$ cat config.mk
export PLATFORM = sky130hd
export DESIGN_NAME = wb_keypad_scan
export DESIGN_NICKNAME = d
export VERILOG_FILES = /design/src/rtl/wb_keypad_scan.sv
export SDC_FILE = /design/constraint.sdc
export NUM_CORES = 1
export LEC_CHECK = 0
export CAP_MARGIN = 20
export CORE_MARGIN = 2
export CORE_UTILIZATION = 58
export CTS_CLUSTER_DIAMETER = 120
export DETAILED_ROUTE_END_ITERATION = 10
export GPL_TIMING_DRIVEN = 1
export PLACE_DENSITY = 0.93
export SYNTH_ARGS = -nofsm -noshare
export SYNTH_HDL_FRONTEND = slang
export SYNTH_SLANG_ARGS = --single-unit
$ cat constraint.sdc
create_clock -name clk -period 8.5 [get_ports clk]
set_input_delay 0.85 -clock clk [delete_from_list [all_inputs] [get_ports clk]]
set_output_delay 0.85 -clock clk [all_outputs]
set_load 0.03 [all_outputs]
$ cat src/rtl/wb_keypad_scan.sv
// wb_keypad_scan: Wishbone matrix-keypad controller.
//   Scans a ROWS x COLS key matrix one active-low column at a time and
//   debounces whole-matrix snapshots. Each newly stable press is queued as an
//   8-bit {rel, code} event. The CPU pops events through KEY_DATA, and a
//   level interrupt can be enabled.
// Build option: define KEY_RELEASE_EN to also queue release events
//   ({1'b1, code}). Without it, releases only re-arm the key.
// Ports:
//   clk, reset          single clock, synchronous active-high reset
//   wb_*                Wishbone slave with a registered single-cycle ack;
//                       wb_adr_i[3:2] selects KEY_SR / KEY_DATA / KEY_CR / -
//   intr                registered level interrupt
//   kb_column [COLS]    active-low column drives, one low at a time
//   kb_row    [ROWS]    active-low row senses (asynchronous, pulled up)
module wb_keypad_scan #(
   parameter int ROWS           = 4,
   parameter int COLS           = 4,
   parameter int SCAN_DIV       = 5000,
   parameter int DEBOUNCE_SCANS = 4,
   parameter int FIFO_DEPTH     = 8
) (
   input  logic            clk,
   input  logic            reset,
   input  logic            wb_stb_i,
   input  logic            wb_cyc_i,
   output logic            wb_ack_o,
   input  logic            wb_we_i,
   input  logic [31:0]     wb_adr_i,
   input  logic [3:0]      wb_sel_i,
   input  logic [31:0]     wb_dat_i,
   output logic [31:0]     wb_dat_o,
   output logic            intr,
   output logic [COLS-1:0] kb_column,
   input  logic [ROWS-1:0] kb_row
);

   localparam int N  = ROWS * COLS;
   localparam int CW = $clog2(COLS);
   localparam int SW = $clog2(SCAN_DIV);
   localparam int DW = $clog2(DEBOUNCE_SCANS + 1);
   localparam int AW = $clog2(FIFO_DEPTH);

   localparam logic [SW-1:0] SLOT_LAST = SW'(SCAN_DIV - 1);
   localparam logic [CW-1:0] COL_LAST  = CW'(COLS - 1);
   localparam logic [DW-1:0] DEB_MAX   = DW'(DEBOUNCE_SCANS);
   localparam logic [AW:0]   FULL_CNT  = (AW + 1)'(FIFO_DEPTH);

   // ---------------- scan and debounce ----------------
   logic [ROWS-1:0] row_s1, row_s2;
   logic [SW-1:0]   slot;
   logic [CW-1:0]   col, col_nx;
   logic [N-1:0]    snapshot, prev_snap, stable, snap_nx;
   logic [DW-1:0]   deb_cnt, deb_nx;
   logic            slot_end, wrap;

   assign slot_end = (slot == SLOT_LAST);
   assign wrap     = slot_end && (col == COL_LAST);
   assign col_nx   = wrap ? '0 : col + 1'b1;

   // Snapshot including the current column's rows. It is used directly at the
   // wrap, so the last column is already part of the comparison.
   always_comb begin
      snap_nx = snapshot;
      snap_nx[int'(col) * ROWS +: ROWS] = ~row_s2;
   end

   always_comb begin
      if (snap_nx == prev_snap)
         deb_nx = (deb_cnt == DEB_MAX) ? deb_cnt : deb_cnt + 1'b1;
      else
         deb_nx = DW'(1);
   end

   always_ff @(posedge clk) begin
      if (reset) begin
         row_s1    <= '1;
         row_s2    <= '1;
         slot      <= '0;
         col       <= '0;
         kb_column <= ~COLS'(1);
         snapshot  <= '0;
         prev_snap <= '0;
         stable    <= '0;
         deb_cnt   <= '0;
      end else begin
         row_s1 <= kb_row;
         row_s2 <= row_s1;
         if (slot_end) begin
            slot      <= '0;
            col       <= col_nx;
            kb_column <= ~(COLS'(1) << col_nx);
            snapshot  <= snap_nx;
            if (wrap) begin
               prev_snap <= snap_nx;
               deb_cnt   <= deb_nx;
               if (deb_nx == DEB_MAX)
                  stable <= snap_nx;
            end
         end else begin
            slot <= slot + 1'b1;
         end
      end
   end

   // ---------------- event engine ----------------
   logic [N-1:0] reported, reported_nx, pend;
   logic         press_hit;
   logic [6:0]   press_code;
   logic         ev_push;
   logic [7:0]   ev_data;

   assign pend = stable & ~reported;

   always_comb begin
      press_hit  = 1'b0;
      press_code = '0;
      for (int unsigned i = 0; i < N; i++)
         if (!press_hit && pend[i]) begin
            press_hit  = 1'b1;
            press_code = 7'(i);
         end
   end

`ifdef KEY_RELEASE_EN
   logic [N-1:0] gone;
   logic         rel_hit;
   logic [6:0]   rel_code;

   assign gone = reported & ~stable;

   always_comb begin
      rel_hit  = 1'b0;
      rel_code = '0;
      for (int unsigned i = 0; i < N; i++)
         if (!rel_hit && gone[i]) begin
            rel_hit  = 1'b1;
            rel_code = 7'(i);
         end
   end

   // Released keys stay reported until their event goes out; presses win.
   always_comb begin
      ev_push     = 1'b0;
      ev_data     = '0;
      reported_nx = reported;
      if (press_hit) begin
         ev_push     = 1'b1;
         ev_data     = {1'b0, press_code};
         reported_nx = reported | (N'(1) << press_code);
      end else if (rel_hit) begin
         ev_push     = 1'b1;
         ev_data     = {1'b1, rel_code};
         reported_nx = reported & ~(N'(1) << rel_code);
      end
   end
`else
   always_comb begin
      ev_push     = press_hit;
      ev_data     = {1'b0, press_code};
      reported_nx = reported & stable;
      if (press_hit)
         reported_nx = reported_nx | (N'(1) << press_code);
   end
`endif

   // ---------------- FIFO and Wishbone ----------------
   logic [7:0]    mem [FIFO_DEPTH];
   logic [AW-1:0] wr_ptr, rd_ptr;
   logic [AW:0]   cnt;
   logic          full, not_empty, overflow, irq_en, ack;
   logic          acc, rd_acc, wr_acc, cr_wr, pop, push_ok, ovf_set;
   logic [7:0]    rdata, dat_r;
   logic          unused_bits;

   assign full      = (cnt == FULL_CNT);
   assign not_empty = (cnt != '0);

   assign acc     = wb_stb_i & wb_cyc_i & ~ack;
   assign rd_acc  = acc & ~wb_we_i;
   assign wr_acc  = acc & wb_we_i & wb_sel_i[0];
   assign cr_wr   = wr_acc & (wb_adr_i[3:2] == 2'b10);
   assign pop     = rd_acc & (wb_adr_i[3:2] == 2'b01) & not_empty;
   // A pop in the same cycle frees the slot, so a push into a full FIFO still lands.
   assign push_ok = ev_push & (~full | pop);
   assign ovf_set = ev_push & full & ~pop;

   always_comb begin
      rdata = '0;
      case (wb_adr_i[3:2])
         2'b00:   rdata = {5'b0, full, overflow, not_empty};
         2'b01:   rdata = not_empty ? mem[rd_ptr] : 8'h00;
         2'b10:   rdata = {7'b0, irq_en};
         default: rdata = '0;
      endcase
   end

   always_ff @(posedge clk)
      if (push_ok)
         mem[wr_ptr] <= ev_data;

   always_ff @(posedge clk) begin
      if (reset) begin
         reported <= '0;
         wr_ptr   <= '0;
         rd_ptr   <= '0;
         cnt      <= '0;
         overflow <= 1'b0;
         irq_en   <= 1'b0;
         ack      <= 1'b0;
         dat_r    <= '0;
         intr     <= 1'b0;
      end else begin
         reported <= reported_nx;
         if (push_ok)
            wr_ptr <= wr_ptr + 1'b1;
         if (pop)
            rd_ptr <= rd_ptr + 1'b1;
         case ({push_ok, pop})
            2'b10:   cnt <= cnt + 1'b1;
            2'b01:   cnt <= cnt - 1'b1;
            default: cnt <= cnt;
         endcase
         // A drop in the same cycle as a clear is still reported.
         if (ovf_set)
            overflow <= 1'b1;
         else if (cr_wr && wb_dat_i[1])
            overflow <= 1'b0;
         if (cr_wr)
            irq_en <= wb_dat_i[0];
         ack <= wb_stb_i & wb_cyc_i & ~ack;
         if (rd_acc)
            dat_r <= rdata;
         else if (acc)
            dat_r <= '0;
         intr <= irq_en & (not_empty | overflow);
      end
   end

   assign wb_ack_o    = wb_stb_i & wb_cyc_i & ack;
   assign wb_dat_o    = {24'h0, dat_r};
   assign unused_bits = ^{wb_adr_i[31:4], wb_adr_i[1:0], wb_dat_i[31:2], wb_sel_i[3:1]};

endmodule

Word-level counts from Yosys, hierarchy flattened
Memories as Yosys holds them, arrays and structs flattened. A register that Yosys moved wholly into a read port is not among the register bits.
Cells that the tools add are included.
{"block": "totals", "out_inout_bits": 38, "input_bits": 77, "wordCells": 153, "memories": 1, "regBits": 116, "ram_bits": 56}
{"memory": "mem", "words": 8, "width": 7, "read_ports": 1, "rd_ports_with_merged_regs": 1, "write_ports": 1, "line": "167", "source": "logic [7:0] mem [FIFO_DEPTH];"}
{"block": "classes", "n_addsub": 8, "n_shift": 4, "n_eq_ne": 10, "n_reduce_logical": 40, "mux": 47, "bitwise_logic": 25}
{"operator": "7-bit two-way mux", "n": 14}
{"operator": "4-bit negation with 33-bit output", "n": 1}
{"operator": "4-bit by 33-bit variable shift with 16-bit output (first input constant)", "n": 1}
{"operator": "4-bit by 33-bit variable part select with 16-bit output", "n": 1}
{"operator": "16-bit AND", "n": 2}
{"operator": "8-bit two-way mux", "n": 3}
{"operator": "8-bit case mux with 3 select lines", "n": 1}
{"operator": "1-bit two-way mux", "n": 21}
{"operator": "1-bit logical AND", "n": 17}
{"operator": "16-bit bitwise mux", "n": 1}
{"operator": "16-bit equality test", "n": 1}
{"operator": "16-bit two-way mux", "n": 1}
{"operator": "16-bit NOT", "n": 1}
{"operator": "16-bit bitwise OR", "n": 1}
{"operator": "1-bit by 7-bit << shifter with 16-bit output (first input constant)", "n": 1}
{"operator": "1-bit zero test", "n": 15}
{"operator": "13-bit by 1-bit adder with 13-bit output (second input constant)", "n": 1}
{"operator": "1-bit AND", "n": 13}
{"operator": "13-bit equality test (second input constant)", "n": 1}
{"operator": "3-bit two-way mux", "n": 4}
{"operator": "3-bit by 1-bit adder with 3-bit output (second input constant)", "n": 3}
{"operator": "4-bit NOT", "n": 2}
{"operator": "4-bit case mux with 2 select lines", "n": 1}
{"operator": "2-bit equality test (second input constant)", "n": 3}
{"operator": "other kinds (16)", "n": 24}

Depth between registers and ports, before layout
Gate-level depths: netlist of run 1.
{"block": "logic_depth", "ltp_word": 51, "ltp_mapped": 12}

Worst setup path before layout of run 1
OpenSTA, ideal clock, no wires.
{"block": "synth_timing", "path_type": "register -> register", "startpoint": "register col[0]", "endpoint": "register stable[0]", "period_less_slack_ns": 3.595, "setup_slack_ns": 4.905, "arrival_ns": 3.474, "stages_incl_launch_ff": 12, "setup_ns": 0.121, "path_buffers": 2, "required_time_ns": 8.379, "path_cell_list": "dfxtp_1 > clkbuf_1 > inv_1 > ha_1 > clkbuf_1 > nor4b_1 > xor2_1 > or4b_2 > nor4_4 > nand4_4 > nor2_4 > mux2_2"}
{"block": "synth_via", "elab_chain_cells": 7, "word_cells_on_any_way": 10}
{"item": "start, declared", "line": "51", "source": "logic [CW-1:0] col, col_nx;"}
{"item": "start signal, assigned", "line": "90", "source": "col <= col_nx;"}
{"item": "4-bit negation with 33-bit output", "line": "64", "source": "snap_nx[int'(col) * ROWS +: ROWS] = ~row_s2;"}
{"item": "4-bit by 33-bit variable part select with 16-bit output / 4-bit by 33-bit variable shift with 16-bit output (equally long branches)", "line": "64"}
{"item": "16-bit bitwise mux", "line": "64"}
{"item": "16-bit equality test", "line": "68", "source": "if (snap_nx == prev_snap)"}
{"item": "3-bit two-way mux", "line": "68"}
{"item": "3-bit equality test", "line": "96", "source": "if (deb_nx == DEB_MAX)"}
{"item": "3-bit AND reduction (no line)"}
{"item": "end signal, assigned", "line": "97", "source": "stable <= snap_nx;"}
{"item": "end, declared", "line": "52", "source": "logic [N-1:0] snapshot, prev_snap, stable, snap_nx;"}
Several ways; a longest one is shown, not always the timed one.
A chain may end at the register's enable or synchronous reset.

Worst setup path after layout of run 1
Same ends and word-level chain as after synthesis.

==> impl_metrics.toml, run 1 <==
[finish]
final_layout_size_suffix_gt1_share_pct = 9.09
mostFrequentLayoutCells = "sky130_fd_sc_hd__dfxtp_1 (115), sky130_fd_sc_hd__nor2_1 (85), sky130_fd_sc_hd__nand2_1 (59)"
nets = 823
area_growth_syn_to_layout_pct = 11.5
postLayoutCellArea_mm2 = 0.00767
antenna_cells_inserted = 0
final_common_cell = "sky130_fd_sc_hd__dfxtp_1"

[synth]
yosys.area.top_type_share_pct = 33.5
synthDominantAreaCellType = "sky130_fd_sc_hd__dfxtp_1"
async_reset_ff_share_pct = 0
syn_inst = 720
number_of_enable_type_register_cells_in_the_synthesized_netlist = 32
ys.flop_type = "sky130_fd_sc_hd__dfxtp_1"
synth_cell_types = 67
synth_warnings = 0
ys_seq_elements = 147
netlist_top_cells_area = "sky130_fd_sc_hd__dfxtp_1 (33%), sky130_fd_sc_hd__edfxtp_1 (14%), sky130_fd_sc_hd__nor2_1 (4.6%)"
seq_area_frac_synth_pct = 47.5
synth.avg_cell_area_um2 = 9.55
syn_area_mm2 = 0.00688

[timing]
timing.final.hold_violations = 0
timing_worst_slew_pin_value_ps = 1110
finalSetupTns_ps = 0
finalSetupViolations = 0
crit_path_time_final_ps = 4310
timing.max_slew.rel_slack_pct = 25.5
timing.final.ws_setup_ps = 4190
final_min_period_over_clock_period_pct = 50.7
max_clock_freq_mhz = 232
finalClockSkew_ps = 9.20
grt_setup_unrepaired = "no"
slew_violations = 0

[run]
max_cap_check_violation_count = 0

[floorplan]
die_area_mm2 = 0.0127
die_span_y_um = 113
core_area_mm2 = 0.0115
initial_utilization_pct = 59.7
boundaryPins = 115
num_rows = 39
die_w_um = 113

[min_path]
hp-start = "row_s1[0]"
min_delay_path_depth = 1
hold_path.class = "reg -> reg"
holdPathEnd = "row_s2[0]"

[critical_path]
crit_type = "reg -> reg"
critical_path.max_fanout = 27
timing.reg2reg.worst_path_depth = 9
type_of_element_capturing_the_critical_path = "register"
timing.critical_path.cells = "inv_1 -> ha_1 -> nor4b_1 -> xor2_1 -> or4b_2 -> nor4_4 -> nand4_4 -> nor2_4 -> mux2_2"
worst_r2r_dst = "stable[0]"
worst-endpoint-arrival_ps = 4620
worstPathBufferInverterCount = 1
cpPeakStageDelay_ps = 700
critical-path-top-delay-family = "simple AND/OR/NAND/NOR gates"
reg2reg_from = "col[0]"
crit_slowest_cell = "sky130_fd_sc_hd__or4b_2"
reg2reg_setup_slack_ps = 4190
worstSetupStartpointType = "register"
cp.required_ps = 8820

[drt]
routedWlPerCell_um = 16.8
routed-via-count = 5368
route.detailed.drc = 5
drtPass1Iterations = 8
detailedRoute.firstIterationViolations = 480
ant_nets = 0
vias_per_inst = 6.02
route.final.wire_length_mm = 15.0

[pwr]
pleak_nw = 2.79
vdd_drop_max_mv = 0.154
power.density_mw_per_mm2 = 197

[global_routing]
number_of_antenna_violations_at_the_first_check_in_global_routing = 0
grt_max_degree = 87
grt_pass1_vias = 5218
global_route.overflow_total = 0
global_route.usage.total_pct = 24.6
grt_pass1_wl_mm = 24.7

[clock_network]
holdBufCountCts = 0
ctsHtreeMaxLevel = 4
cts_resized = 0
cts.path.max_buffers = 2
post_cts_buffers = 0
root_buffer = "sky130_fd_sc_hd__clkbuf_16"
cts_tree = "built"
worst_setup_hold_path_clk_slew_ps = 60
clock_insertion_delay_worst_skew_ps = 430
cts_inserted_buffers = 17
tritoncts_num_sinks = 147

[outcome]
outcome = "finished with violations"
failed_checks = "DRC"

[placement]
io_buffers = 23
dp_worst_setup_slack_ps = 4310
gp_routability_congestion = 0.844
hpwl_mm = 10.2
place_area_mm2 = 0.00708
-- layout make-up --
class,count,area (um^2)
clock buffer,19,433
clock inverter,13,158
fill,859,3850
inverter,20,75.1
multi-input combinational,521,3300
sequential,147,3260
tap,143,179
timing repair buffer,28,263
-- per-stage QoR --
step	hold WS (ps)	power [mW]	util, %	std cells
2_1_floorplan	389	0.772	-	747
3_3_place_gp	393	0.773	61.5	859
3_5_place_dp	402	0.774	61.5	859
4_1_cts	415	1.52	66.6	891
5_1_grt	418	1.55	66.6	891
6_report	411	1.51	66.6	891
-- power by group --
group          switching [mW]  total (mW)  internal, mW
clock                   0.289       0.749         0.460
sequential            0.00332       0.717         0.713
combinational          0.0329      0.0436        0.0107
-- layer usage --
layer  global-route usage (%)  up-vias  share of wire, %
li1                         -     2539                 -
met1                     28.7     2607                41
met2                     41.9      177                50
met3                     5.57       45               4.9
met4                     13.8        0               3.8
met5                        0        -                 0
-- synthesized netlist by cell type, types with 4 or more instances --
cell	number
sky130_fd_sc_hd__a211oi_1	10
sky130_fd_sc_hd__a21oi_1	47
sky130_fd_sc_hd__a22oi_1	4
sky130_fd_sc_hd__and2_1	5
sky130_fd_sc_hd__and3_1	5
sky130_fd_sc_hd__buf_4	28
sky130_fd_sc_hd__clkbuf_1	28
sky130_fd_sc_hd__dfxtp_1	115
sky130_fd_sc_hd__edfxtp_1	32
sky130_fd_sc_hd__ha_1	11
sky130_fd_sc_hd__inv_1	19
sky130_fd_sc_hd__mux2i_1	16
sky130_fd_sc_hd__mux4_2	8
sky130_fd_sc_hd__nand2_1	59
sky130_fd_sc_hd__nand2b_1	19
sky130_fd_sc_hd__nand3_1	14
sky130_fd_sc_hd__nand4_1	4
sky130_fd_sc_hd__nand4b_1	4
sky130_fd_sc_hd__nor2_1	85
sky130_fd_sc_hd__nor2b_1	22
sky130_fd_sc_hd__nor3_1	23
sky130_fd_sc_hd__nor3b_1	5
sky130_fd_sc_hd__nor4_1	7
sky130_fd_sc_hd__nor4b_1	5
sky130_fd_sc_hd__o211ai_1	6
sky130_fd_sc_hd__o21a_1	10
sky130_fd_sc_hd__o21ai_0	19
sky130_fd_sc_hd__o22ai_1	5
sky130_fd_sc_hd__o41ai_1	8
sky130_fd_sc_hd__or2_2	10
sky130_fd_sc_hd__or3_1	5
sky130_fd_sc_hd__xnor2_1	18
sky130_fd_sc_hd__xor2_1	13
-- how the worst max path moves through the flow --
stage | start | to | slack (ps) | cells past startpoint
2_1_floorplan | col[0] | stable[0] | 4910 | 11
6_report | col[0] | stable[0] | 4190 | 9
3_3_place_gp | col[0] | stable[0] | 4360 | 9
5_1_grt | col[0] | stable[0] | 3840 | 9
3_5_place_dp | col[0] | stable[0] | 4310 | 9
4_1_cts | col[0] | stable[0] | 4290 | 9
-- worst reg2reg max path: stages, from the launching register on --
cell and delay [ps]:
sky130_fd_sc_hd__dfxtp_1 650, sky130_fd_sc_hd__inv_1 210, sky130_fd_sc_hd__ha_1 480, sky130_fd_sc_hd__nor4b_1 580, sky130_fd_sc_hd__xor2_1 160, sky130_fd_sc_hd__or4b_2 700
sky130_fd_sc_hd__nor4_4 330, sky130_fd_sc_hd__nand4_4 390, sky130_fd_sc_hd__nor2_4 330, sky130_fd_sc_hd__mux2_2 360
-- kinds of logic (layout without fill, tap and decap cells) --
group / after synthesis / after routing / share of synthesized area, %
xor gates and xnor gates: 31 / 31 / 3.95
AOI/OAI and AO/OA: 134 / 134 / 12.8
muxes: 27 / 27 / 5.44
adders and majority gates: 11 / 11 / 2.00
other: 1 / 28 / 0.0545
and+or+nand+nor: 290 / 290 / 22.3
buffers and inverters: 79 / 80 / 6.08
DFF: 147 / 147 / 47.5
-- state kept, by name (all words and copies together) (netlist names), named ones only --
name and count:
mem 32, prev_snap 16, ack 1, slot 13, deb_cnt 3, row_s2 4, dat_r 4, col 2
wr_ptr 3, irq_en 1, cnt 4, row_s1 4, rd_ptr 3, intr 1, reported 16, overflow 1
kb_column 4, snapshot 16, stable 16
Power figures use the tool's default switching activity.
==> run 2, diff against run 1 <==
CORE_UTILIZATION = 48   (was 58)
PLACE_DENSITY = 0.83   (was 0.93)
clock period = 3.6 ns   (was 8.5 ns; I/O delays follow)
==> impl_metrics.toml, run 2 (synthesis gave the netlist of run 1 again) <==
[clock_network]
cts.path.max_buffers = 2
holdBufCountCts = 0
worst_setup_hold_path_clk_slew_ps = 60
cts_inserted_buffers = 17
cts_tree = "built"
post_cts_buffers = 0
clock_insertion_delay_worst_skew_ps = 430
root_buffer = "sky130_fd_sc_hd__clkbuf_16"
tritoncts_num_sinks = 147
ctsHtreeMaxLevel = 4

[finish]
final_common_cell = "sky130_fd_sc_hd__dfxtp_1"
antenna_cells_inserted = 0
largest_register = "mem"
mostFrequentLayoutCells = "sky130_fd_sc_hd__dfxtp_1 (115), sky130_fd_sc_hd__nor2_1 (85), sky130_fd_sc_hd__nand2_1 (59)"
final_layout_size_suffix_gt1_share_pct = 12.9
nets = 844
largest_register_ff_count = 32
area_growth_syn_to_layout_pct = 15.5
postLayoutCellArea_mm2 = 0.00794

[critical_path]
worst-endpoint-arrival_ps = 3660
reg2reg_from = "col[1]"
crit_type = "reg -> reg"
type_of_element_capturing_the_critical_path = "register"
worst_setup_path_startpoint = "col[1]"
worstSetupStartpointType = "register"
cp.required_ps = 3890
critical_path.max_fanout = 12

[timing]
timing_worst_slew_pin_value_ps = 871
slew_violations = 0
max_clock_freq_mhz = 297
timing.max_slew.rel_slack_pct = 41.8
finalSetupViolations = 0
crit_path_time_final_ps = 3370
finalClockSkew_ps = 7.77
timing.final.hold_violations = 0
grt_setup_unrepaired = "no"
final_min_period_over_clock_period_pct = 93.6
finalSetupTns_ps = 0

[drt]
routed-via-count = 5297
routedWlPerCell_um = 15.4
route.final.wire_length_mm = 14.6
vias_per_inst = 5.58
ant_nets = 0
drtPass1Iterations = 5
route.detailed.drc = 0
detailedRoute.firstIterationViolations = 501

[min_path]
hp-start = "row_s1[0]"
hold_path.class = "reg -> reg"

[pwr]
power.density_mw_per_mm2 = 460
total_power_mw = 3.65
pleak_nw = 2.92
vdd_drop_max_mv = 0.327

[global_routing]
grt.met1_usage_pct = 25.8
gr-usage-met3_pct = 5.63
grt_max_degree = 55
grt_pass1_wl_mm = 23.4
grt.busiest_layer = "met2"
global_route.usage.total_pct = 19.9
number_of_antenna_violations_at_the_first_check_in_global_routing = 0
global_route.overflow_total = 0
grt_pass1_vias = 4792
met2_usage_grt_pct = 32.2

[outcome]
outcome = "completed"

[placement]
place_area_mm2 = 0.00728
gp_routability_congestion = 0.882
io_buffers = 23
hpwl_mm = 9.82

[floorplan]
die_area_mm2 = 0.0153
initial_utilization_pct = 49.3
core_area_mm2 = 0.0139
boundaryPins = 115
num_rows = 43
die_span_y_um = 124
die_w_um = 124

[run]
max_cap_check_violation_count = 0
==> run 2: layer usage <==
metal | part of all wire, % | vias to the layer above
met5 | 0 | -
met4 | 1.5 | 0
met3 | 5.9 | 17
met2 | 48 | 182
met1 | 45 | 2511
li1 | - | 2587
==> run 2: final timing paths <==
check / end / slack, ps / cells past startpoint
max: stable[8] / 230 / 11
min: row_s2[0] / 410 / 1
max reg2reg: stable[8] / 230 / 11
min reg2reg: row_s2[0] / 410 / 1
==> run 2: final cells by class <==
type / instances / area (um^2)
Clock buffer: 18 / 450
Clock inverter: 14 / 178
Fill cell: 1177 / 5990
Inverter: 20 / 75.1
Multi-Input combinational cell: 521 / 3330
Sequential cell: 147 / 3260
Tap cell: 180 / 225
Timing Repair Buffer: 49 / 420
==> run 2: through the flow <==
| stage | hold WS, ps | setup slack (ps) | util (%) | std cells |
|---|---|---|---|---|
| finish | 413 | 232 | 57.0 | 949 |
| global placement | 392 | 313 | 52.3 | 917 |
| global route | 428 | 18.2 | 57.0 | 949 |
| detailed placement | 402 | 253 | 52.3 | 917 |
| CTS | 412 | 177 | 56.8 | 949 |
| floorplan | 389 | 5.39 | - | 747 |
==> run 2: what timing repair did <==
action | in CTS | in global routing
endpoints found under the hold margin | 0 | 0
endpoints found under the setup margin | 0 | 10
resized for setup | 0 | 5
==> run 2: worst max-delay path, stage by stage, from the launching register on <==
cell,delay (ps)
sky130_fd_sc_hd__dfxtp_1,380
sky130_fd_sc_hd__inv_1,110
sky130_fd_sc_hd__ha_1,370
sky130_fd_sc_hd__buf_4,190
sky130_fd_sc_hd__or3b_2,480
sky130_fd_sc_hd__o31a_1,320
sky130_fd_sc_hd__xnor2_1,180
sky130_fd_sc_hd__nor4_2,390
sky130_fd_sc_hd__nand4_4,240
sky130_fd_sc_hd__buf_4,250
sky130_fd_sc_hd__o21ai_0,210
sky130_fd_sc_hd__o41ai_2,120
==> run 2: power by group <==
group	switching (mW)	total (mW)	internal, mW
Clock	0.717	1.85	1.14
Combinational	0.0781	0.106	0.0276
Sequential	0.00826	1.69	1.68
==> edit 1 (settings of run 2) <==
The parameter `SCAN_DIV` goes from 5000 to 20000.
--- a/src/rtl/wb_keypad_scan.sv
+++ b/src/rtl/wb_keypad_scan.sv
@@ -17,3 +17,3 @@
    parameter int COLS           = 4,
-   parameter int SCAN_DIV       = 5000,
+   parameter int SCAN_DIV       = 20000,
    parameter int DEBOUNCE_SCANS = 4,
Behaviour: same outputs for any inputs over 10 cycles, from zero or initial values and one cycle with reset high; that may be too few to reach the edited logic, so the function may still have changed.
==> edit 1 against run 2 <==
  * Power is 0.23% lower
  * Area after synthesis increased by 3.9%
  * Clock skew about the same
  * Final area is 1.6% higher
  * Synthesized cell count up 4.6%
  * Setup slack better by 220 ps
  * Final cell count is 2.6% higher
  * Sequential cell count up 2
  * Global-route usage fell by 1.9 points
  * Critical path depth shrank 2
  * Utilization decreased by 1.5 points
  * Routed wire length fell by 4.5%
==> edit 1: results (changes against run 2) <==
* Status: completed (unchanged)
* CP max FO at 16 (was 12)
* Clock power share at 49.9% (was 50.8%)
* Pre-CTS setup slack at 453.2 ps (was 253.1 ps)
* # nets final at 865 (was 844)
* GRT met3 Usage at 4.036% (was 5.632%)
* Vias at 5292 (was 5297)
* Final Skew at 7.795 ps (was 7.767 ps)
* Vias in the first global route at 4989 (was 4792)
* Pleak at 2.906 nW (was 2.917 nW)
* Gr usage total at 18.01% (was 19.92%)
* WP data arrival at 3460 ps (was 3660 ps)
* CP max-delay cell: a41oi_1 (was or3b_2)
* Post-DP HPWL at 9.545 mm (was 9.825 mm)
* Synth cell count leaders: dfxtp_1 (117), nand2_1 (85), nor2_1 (77) (was dfxtp_1 (115), nor2_1 (85), nand2_1 (59))
* Cell variety after synth at 68 (was 67)
* Met2 usage at 29.76% (was 32.18%)
* Cells after synthesis at 753 (was 720)
* Largest register FFs at 32 (unchanged)
* First-pass GRT wire length at 23.16 mm (was 23.36 mm)
* Largest net degree at the start of global routing at 98 (was 55)
* Wire per inst at 14.30 um (was 15.38 um)
* Sequential fraction of the synthesis area at 46.24% (was 47.45%)
* Met3 wire length at 613 um (was 854 um)
* Placed Cells at 942 (was 917)
* Routed length on met2 at 6.801 mm (was 6.997 mm)
* Reg power frac at 47.0% (was 46.3%)
* Fillers at 1271 (was 1177)
* Vias/cell at 5.433 (was 5.582)
* Psw at 0.0007928 W (was 0.0008034 W)
-- edit 1: cell count changes in the layout (fill, tap and decap cells not counted), sizes merged, moves of 7 or more --
cell / change
xnor2: -11
nand2: +26
o41ai: -9
nor2: -9
buf: -7
o21ai: -12
nand2b: +15
inv: +7
nor3: -14
-- edit 1: layout make-up --
cell class / count / area (um^2) / share of cell area, %
clock inverter: 12 / 137.6 / 1.706
timing repair buffer: 42 / 382.9 / 4.745
inverter: 22 / 82.58 / 1.023
sequential: 149 / 3303 / 40.94
tap: 184 / 230.2 / 2.853
clock buffer: 20 / 479.2 / 5.939
multi-input combinational: 545 / 3453 / 42.80
-- edit 1: cell families (layout without fill, tap and decap cells) --
| logic type | after synthesis | after routing | share of synthesized area, % |
|---|---|---|---|
| AOI/OAI and AO/OA | 123 | 123 | 11.47 |
| xor gates and xnor gates | 20 | 20 | 2.452 |
| adders and majority gates | 11 | 11 | 1.927 |
| buffers and inverters | 86 | 96 | 6.831 |
| DFF | 149 | 149 | 46.24 |
| muxes | 36 | 36 | 6.569 |
| other | 1 | 28 | 0.05250 |
| and+or+nand+nor | 327 | 327 | 24.45 |
-- edit 1: worst paths after layout --
kind / endpoint / cells past startpoint / slack, ps / startpoint
worst max-delay path: stable[4] / 9 / 450 / col[1]
worst min-delay path: row_s2[1] / 1 / 410 / row_s1[1]
worst max register to register: stable[4] / 9 / 450 / col[1]
worst min register to register: row_s2[1] / 1 / 410 / row_s1[1]
-- edit 1: through the flow --
step	power, W	hold WS, ps	instance area, um^2
4_1_cts	0.003669	412.8	8069
6_report	0.003642	412.9	8069
3_5_place_dp	0.001859	398.0	7452
2_1_floorplan	0.001853	389.5	7244
5_1_grt	0.003750	436.1	8069
3_3_place_gp	0.001858	392.0	7452
==> edit 2 (config.mk and constraints of run 2) <==
Made on the original files. Compare `cnt` against `FULL_CNT` with >= in place of ==.
--- a/src/rtl/wb_keypad_scan.sv
+++ b/src/rtl/wb_keypad_scan.sv
@@ -174,3 +174,3 @@
 
-   assign full      = (cnt == FULL_CNT);
+   assign full      = (cnt >= FULL_CNT);
    assign not_empty = (cnt != '0);
Function: same outputs for any inputs over 10 cycles, from zero or initial values and one cycle with reset high; that may be too few to reach the edited logic, so the function may still have changed.
==> edit 2 against run 2 <==
  * Combinational power rose by 4%
  * Power fell by 6.4%
  * Largest power group is now registers
  * Routed wire length fell by 6.1%
  * Sequential cell count did not move
  * Critical path type unchanged
  * Area after synthesis rose by 2.8%
  * Utilization fell by 2.3 points
  * Via count fell by 3.2%
  * Critical endpoint is now stable[14]
  * Final area fell by 0.36%
  * Setup slack improved by 83 ps
==> edit 2: results (changes against run 2) <==
* Ys Warns at 0 (unchanged)
* Synth cell count leaders: dfxtp_1 (115), nor2_1 (98), nand2_1 (39) (was dfxtp_1 (115), nor2_1 (85), nand2_1 (59))
* CP max FO at 13 (was 12)
* Antenna violations before repair at 0 (unchanged)
* CTS clk-pin slew, worst paths at 60 ps (about the same)
* Diode count at 0 (unchanged)
* Max VDD drop at 305.1 uV (was 326.8 uV)
* Input/output buffers at 23 (unchanged)
* Pre-CTS setup slack at 466.9 ps (was 253.1 ps)
* Vias in the first global route at 4839 (was 4792)
* CTS root buf: clkbuf_16 (unchanged)
* GP Congestion at 0.8291 (was 0.8821)
* Resize count post-CTS at 0 (unchanged)
* Pleak at 2.832 nW (was 2.917 nW)
* Largest net degree at the start of global routing at 80 (was 55)
* WP data arrival at 3640 ps (was 3660 ps)
* Post-DP HPWL at 9.411 mm (was 9.825 mm)
* Clock Latency Late Sink at 430 ps (about the same)
* Vias/cell at 5.397 (was 5.582)
* TritonCTS buffer count at 17 (unchanged)
* CTS max path bufs at 2 (unchanged)
* DRT iter0 DRCs at 332 (was 501)
* Final Skew at 8.466 ps (was 7.767 ps)
* Status: completed (unchanged)
* Asr flop ratio synth at 0% (unchanged)
* DR pass1 iterations at 5 (unchanged)
* EDFF count, synth at 32 (unchanged)
* H-tree levels at 4 (unchanged)
* First-pass GRT wire length at 23.34 mm (was 23.36 mm)
* Share of layout cells above drive strength 1 at 11.62% (was 12.87%)
* Sequential fraction of the synthesis area at 46.15% (was 47.45%)
* Synth top area cells: dfxtp_1 (33%), edfxtp_1 (14%), nor2_1 (5.2%) (was dfxtp_1 (33%), edfxtp_1 (14%), nor2_1 (4.6%))
* Largest register FFs at 32 (unchanged)
* # nets final at 841 (was 844)
* Gr usage total at 18.39% (was 19.92%)
* Post-CTS Setup Repair Bufs at 0 (unchanged)
* Hold/Removal Path Class: reg -> reg (unchanged)
* Endpoints failing setup at 0 (unchanged)
* Fillers at 1243 (was 1177)
* Slew headroom at 52.63% (was 41.77%)
* Antenna-violating nets left at 0 (unchanged)
* Wire per inst at 14.42 um (was 15.38 um)
* Largest reg by FF count: mem (unchanged)
* Cell variety after synth at 64 (was 67)
edit 2: changes by cell type after synthesis, moves of 9 or more:
cell	change
a211oi_1	+23
a21oi_1	-14
mux2i_1	+11
nand2_1	-20
nand2b_1	+18
nor2_1	+13
o21ai_0	-9
or2_2	+12
xnor2_1	-9
edit 2: per-layer routing:
layer  part of all wire [%]  wire [um]  track usage, %
met5                      0          0               0
met4                    2.3        316           8.497
met3                    4.1        556           4.579
met2                     47       6486           29.51
met1                     46       6339           23.45
edit 2: power breakdown:
part / switching (W) / leakage [nW] / internal, W
Sequential: 0.00000726 / 1.22 / 0.00168
Clock: 0.000711 / 0.264 / 0.000906
Combinational: 0.0000779 / 1.35 / 0.0000320
Total: 0.000796 / 2.83 / 0.00262
edit 2: layout make-up:
class                           instances  area (um^2)  share of cell area (%)
Multi-Input combinational cell        525         3437                   43.42
Sequential cell                       147         3263                   41.23
Clock buffer                           19        442.9                   5.596
Timing Repair Buffer                   38        350.3                   4.426
Tap cell                              184        230.2                   2.909
Clock inverter                         13        101.3                   1.280
Inverter                               24        90.09                   1.138
edit 2: critical path, stage by stage, from the launching register on:
cell and delay [ps]:
dfxtp_1 380, inv_1 110, ha_1 510, nor4b_2 350, mux2i_1 250, a2111oi_2 490
and4b_1 300, and3_1 390, buf_4 230, mux2i_1 190
edit 2: through the flow:
stage / util [%] / instances / hold WS (ps) / cell area, um^2 / total power [W]
floorplan: - / 761 / 389.5 / 7172 / 0.001829
global placement: 50.91 / 918 / 391.8 / 7371 / 0.001835
detailed placement: 50.91 / 918 / 398.3 / 7371 / 0.001836
CTS: 54.67 / 950 / 412.2 / 7915 / 0.003445
global route: 54.67 / 950 / 418.0 / 7915 / 0.003526
finish: 54.67 / 950 / 408.5 / 7915 / 0.003418
edit 2: cells by family (layout without fill, tap and decap cells):
kind of cell    after synthesis  in the layout  share of synthesized area [%]
compound gates              124            124                          12.07
xor+xnor                     23             23                          2.849
fa+ha+maj                    11             11                          1.947
buf+inv                      89             94                          6.671
flops                       147            147                          46.15
mux                          42             42                          7.485
other cells                   1             28                        0.05304
simple gates                297            297                          22.77
edit 2: final timing paths:
kind / start / endpoint / slack, ps / depth (start not counted)
max reg2reg: col[1] / stable[14] / 310 / 9
min reg2reg: row_s1[0] / row_s2[0] / 410 / 1
max: col[1] / stable[14] / 310 / 9
min: row_s1[0] / row_s2[0] / 410 / 1
